$ cat src/rtl/entropy_decode_codeword.sv
// Codeword extractor for the decoder path: pulls combined Rice/exp-Golomb
// codewords out of an MSB-first 32-bit bitstream, with optional sign unfold.
module entropy_decode_codeword #(
    parameter int WORD_W = 32,
    parameter int VAL_W  = 20
) (
    input  logic              CLOCK,
    input  logic              RESET,
    input  logic              START,
    input  logic [WORD_W-1:0] BS_DATA,
    input  logic              BS_VALID,
    output logic              BS_READY,
    input  logic [2:0]        RICE_ORDER,
    input  logic [2:0]        EXP_ORDER,
    input  logic [1:0]        SWITCH_BITS,
    input  logic              SIGNED_MODE,
    output logic              CW_VALID,
    input  logic              CW_READY,
    output logic [VAL_W-1:0]  CW_VALUE,
    output logic [5:0]        CW_LENGTH,
    output logic              ERROR
);

    localparam int BUF_W = 2 * WORD_W;

    typedef enum logic [1:0] {IDLE, FILL, HOLD, ERR} state_t;

    state_t             state_q, state_d;
    logic [BUF_W-1:0]   buf_q, buf_d;
    logic [6:0]         fill_q, fill_d;
    logic [VAL_W-1:0]   cwValue_q, cwValue_d;
    logic [5:0]         cwLength_q, cwLength_d;

    // Decoder datapath; 40-bit code arithmetic covers the longest legal
    // exp-Golomb codeword plus the Rice offset without overflow.
    logic [4:0]         leadZeros;
    logic               oneSeen, canDecode, zeroRunBad, useRice;
    logic [6:0]         riceSuffix;
    logic [39:0]        riceCode, expCode, expBits, code;
    logic [6:0]         riceLen, expLen, expShift, codeLen;
    logic               lenBad, haveAll, rangeBad, decodeErr, decodeDone;
    logic [VAL_W-1:0]   codeLow, decodedValue;
    logic               cwTake, wordTake;
    logic [6:0]         fillAfterTake;

    // Leading-zero count over the top 16 buffer bits; 16 means no 1 seen there.
    always_comb begin
        leadZeros = 5'd16;
        for (int i = 0; i < 16; i++) begin
            if (buf_q[BUF_W-16+i]) leadZeros = 5'(15 - i);
        end
    end

    assign oneSeen    = |buf_q[BUF_W-1 -: 16];
    assign canDecode  = oneSeen || (fill_q >= 7'd16);
    assign zeroRunBad = (leadZeros == 5'd16);
    assign useRice    = (leadZeros <= {3'b000, SWITCH_BITS});

    assign riceSuffix = 7'((buf_q << (leadZeros + 5'd1)) >> (BUF_W - 7)) >> (3'd7 - RICE_ORDER);
    assign riceCode   = ({35'd0, leadZeros} << RICE_ORDER) + {33'd0, riceSuffix};
    assign riceLen    = {2'b00, leadZeros} + 7'd1 + {4'b0000, RICE_ORDER};

    assign expLen     = {4'b0000, EXP_ORDER} + {1'b0, leadZeros, 1'b0} - {5'b00000, SWITCH_BITS};
    assign expShift   = 7'(BUF_W) - expLen;
    assign expBits    = 40'(buf_q >> expShift);
    assign expCode    = expBits - (40'd1 << EXP_ORDER)
                        + (({38'd0, SWITCH_BITS} + 40'd1) << RICE_ORDER);

    assign code       = useRice ? riceCode : expCode;
    assign codeLen    = useRice ? riceLen : expLen;
    assign lenBad     = (codeLen > 7'd32);
    assign haveAll    = (codeLen <= fill_q);
    // A signed unfold of any code below 2^VAL_W always fits VAL_W bits, so one
    // bound covers both modes.
    assign rangeBad   = (code >= (40'd1 << VAL_W));
    assign decodeErr  = canDecode && (zeroRunBad || lenBad || (haveAll && rangeBad));
    assign decodeDone = canDecode && !zeroRunBad && !lenBad && haveAll && !rangeBad;

    assign codeLow      = code[VAL_W-1:0];
    assign decodedValue = SIGNED_MODE ? ((codeLow >> 1) ^ {VAL_W{codeLow[0]}}) : codeLow;

    assign cwTake        = (state_q == HOLD) && CW_READY;
    assign fillAfterTake = cwTake ? (fill_q - {1'b0, cwLength_q}) : fill_q;
    assign wordTake      = BS_VALID && BS_READY;

    // State register.
    always_ff @(posedge CLOCK or posedge RESET) begin
        if (RESET) state_q <= IDLE;
        else       state_q <= state_d;
    end

    // Next-state logic; START overrides everything, including ERR and IDLE.
    always_comb begin
        state_d = state_q;
        unique case (state_q)
            IDLE: state_d = IDLE;
            FILL: begin
                if (decodeErr)       state_d = ERR;
                else if (decodeDone) state_d = HOLD;
            end
            HOLD: if (CW_READY) state_d = FILL;
            ERR:  state_d = ERR;
            default: state_d = IDLE;
        endcase
        if (START) state_d = FILL;
    end

    // Outputs; word intake is throttled on the post-consume fill and held off during START.
    always_comb begin
        CW_VALID  = (state_q == HOLD);
        ERROR     = (state_q == ERR);
        BS_READY  = ((state_q == FILL) || (state_q == HOLD)) && !START && (fillAfterTake <= 7'd32);
        CW_VALUE  = cwValue_q;
        CW_LENGTH = cwLength_q;
    end

    // Buffer update: consume the handed-off codeword, then append any accepted word below it.
    always_comb begin
        buf_d      = buf_q;
        fill_d     = fill_q;
        cwValue_d  = cwValue_q;
        cwLength_d = cwLength_q;
        if (cwTake) begin
            buf_d  = buf_q << cwLength_q;
            fill_d = fill_q - {1'b0, cwLength_q};
        end
        if (wordTake) begin
            buf_d  = buf_d | ({BS_DATA, {WORD_W{1'b0}}} >> fill_d);
            fill_d = fill_d + 7'(WORD_W);
        end
        if ((state_q == FILL) && decodeDone) begin
            cwValue_d  = decodedValue;
            cwLength_d = codeLen[5:0];
        end
        if (START) begin
            buf_d  = '0;
            fill_d = '0;
        end
    end

    // Datapath registers.
    always_ff @(posedge CLOCK or posedge RESET) begin
        if (RESET) begin
            buf_q      <= '0;
            fill_q     <= '0;
            cwValue_q  <= '0;
            cwLength_q <= '0;
        end else begin
            buf_q      <= buf_d;
            fill_q     <= fill_d;
            cwValue_q  <= cwValue_d;
            cwLength_q <= cwLength_d;
        end
    end

endmodule
$ cat config.mk
export PLATFORM = sky130hd
export DESIGN_NAME = entropy_decode_codeword
export DESIGN_NICKNAME = d
export VERILOG_FILES = /design/src/rtl/entropy_decode_codeword.sv
export SDC_FILE = /design/constraint.sdc
export NUM_CORES = 1
export LEC_CHECK = 0
export CAP_MARGIN = 30
export CORE_MARGIN = 5
export CORE_UTILIZATION = 29
export DETAILED_ROUTE_END_ITERATION = 10
export GPL_TIMING_DRIVEN = 0
export PLACE_DENSITY = 0.55
export SYNTH_ARGS = -nofsm -noshare
export SYNTH_HDL_FRONTEND = slang
export SYNTH_SLANG_ARGS = --single-unit
$ cat constraint.sdc
create_clock -name CLOCK -period 31.3 [get_ports CLOCK]
set_input_delay 3.13 -clock CLOCK [delete_from_list [all_inputs] [get_ports CLOCK]]
set_output_delay 3.13 -clock CLOCK [all_outputs]
set_load 0.02 [all_outputs]
==> reports/metrics.cfg <==
[cells_and_area]
final-seq-area_um2=2480
multi_input_area_um2=17600
drive_gt1_share_pct=6.33
finish.net_count=3364
nFillCells=8293
layout_commonest_cell=nand2_1
final_cell_mix=564 x nand2_1, 318 x nor2_1, 228 x o21ai_0, 218 x clkbuf_1, 202 x a21oi_1
syn_to_final_growth_pct=10.6

[cts]
cts_buffers=9
post_cts_buffers=0
ctsRootBufferMaster=clkbuf_16
holdBufCountCts=0
h-tree-depth=3
clk_latency_ns=0.39
cts.sinks=99
cts_resized=0
clk_pin_slew_ns=0.08
clk_path_buf_depth=2
cts_tree=yes

[synth]
yosysTopAreaCell=dfrtp_1
yosysWarnings=0
yosys_register_bits=99
ys_async_sr_fraction_pct=100
synth.area.top_cells=dfrtp_1 11%, nand2_1 9.8%, mux2i_1 9.3%, mux4_2 8.8%, nor2_1 5.5%
synth_ff_type=dfrtp_1
synth_area_um2=21700
synth_edf_count=0
syn_area_per_cell_um2=6.92
ys_seq_area_share_pct=11.4
synth_fp_nets=3275
synth_top_area_share_pct=11.4
synthCells=3128
synth_cell_types=101

[timing]
period_needed_ns=15.07
finalSetupTns_ns=0
worst_pin_slew_ns=1.15
fin_skew_ns=0.0140
relSlewSlack_pct=22.2
finalMaxSlewViolations=0
rsz0062_at_grt=false
post-route-period-util_pct=48.1
fmax_mhz=66.4
setup_viol=0
hold_viol=0

[grt]
grtUsageTotal_pct=24.3
grt_pass1_wl_mm=153
grt_antenna_before_repair=0
first_global_vias=24200
grt_max_degree=57
gr-total-overflow=0

[flow_run]
cap_violations=0

[floorplanning]
start_util_pct=29.2
die_x_um=283
die_area_um2=80300
pin_count=75
core-area_um2=74200
die_h_um=283
rows=100

[routing]
post_drt_wl_per_cell_um=24.5
via_per_inst=6.00
antenna_left=0
vias=25200
drt_first_pass_iters=6
route.detailed.drc=0
wl_mm=103
drtIter0Drc=2897

[placement]
gp_congestion=1.06
port_buffers=74
place_hpwl_mm=82.9

[hold_path]
hp-class=register to register

[worst_setup_path]
crit_slowest_cell=buf_1
worstSetupStartpointType=input pin
path_max_fanout=10
cp_slowest_stage_delay_ns=0.66
critPathArrivalTime_ns=15.17
worstPathRequired_ns=31.41
worstSetupEndpointType=register
critPathKind=input pin to register

[run_status]
outcome=complete, no violations

## cells in the mapped netlist (all sizes together), types with 75 or more instances
| cell | number |
|---|---|
| inv | 137 |
| a21oi | 203 |
| o21ai | 233 |
| clkbuf | 218 |
| mux4 | 85 |
| nand2 | 565 |
| ha | 88 |
| nor2 | 321 |
| nand3 | 84 |
| dfrtp | 99 |
| nor3 | 75 |
| mux2i | 201 |
## registers in the layout (all words and copies together) (netlist names)
| name | count |
|---|---|
| CW_LENGTH | 6 |
| state_q | 2 |
| buf_q | 64 |
| CW_VALUE | 20 |
| fill_q | 7 |
## per-stage QoR
step | hold WS [ns] | setup WS [ns] | instances | cell area, um^2 | util (%)
after floorplan | 0.538 | 20.17 | 3128 | 21700 | -
after global placement | 0.462 | 15.74 | 4171 | 23600 | 31.8
after detailed placement | 0.462 | 16.18 | 4174 | 23700 | 31.9
after CTS | 0.479 | 16.52 | 4189 | 23900 | 32.3
after global routing | 0.497 | 15.78 | 4190 | 23900 | 32.3
final | 0.478 | 16.23 | 4192 | 24000 | 32.3
## final timing paths
check                                    start           end  slack [ns]  cells past startpoint
worst max-delay path            SWITCH_BITS[1]  CW_LENGTH[2]       16.23                     36
worst min-delay path               CW_VALUE[2]   CW_VALUE[2]        0.48                      2
max in group asynchronous                RESET  CW_LENGTH[2]       27.37                      3
min in group asynchronous                RESET   CW_VALUE[5]        3.17                      2
worst min register to register     CW_VALUE[2]   CW_VALUE[2]        0.48                      2
worst max register to register       buf_q[51]  CW_LENGTH[2]       16.35                     42
## critical path: cells and delay by family
kind | cells | cell delay (ns)
buffers and inverters | 10 | 4.31
AOI/OAI and AO/OA | 12 | 3.67
adders and majority gates | 5 | 2.10
and+or+nand+nor | 8 | 1.72
muxes | 1 | 0.20
## cells by family after synthesis
family | count (synthesis) | share of synthesized area (%)
xor gates and xnor gates | 64 | 2.59
DFF | 99 | 11.4
muxes | 309 | 19.3
buffers and inverters | 419 | 7.53
and+or+nand+nor | 1253 | 25.8
AOI/OAI and AO/OA | 883 | 27.0
adders and majority gates | 101 | 6.29
## final cells by class
cell class	count	area share, %
Sequential cell	99	10.3
Clock inverter	6	0.256
Buffer	278	4.59
Inverter	141	2.23
Tap cell	969	5.06
Antenna cell	2	0.0209
Multi-Input combinational cell	2610	73.3
Timing Repair Buffer	78	3.28
Clock buffer	9	0.940
## routing by layer
metal	global-route usage [%]	part of all wire (%)
met5	0	0
met2	39.3	44
met3	4.57	8.7
met4	13.4	6.7
met1	30.5	40
Power is not shown: default switching activity piles up to over one toggle a cycle in this logic, so the estimate is an artifact.
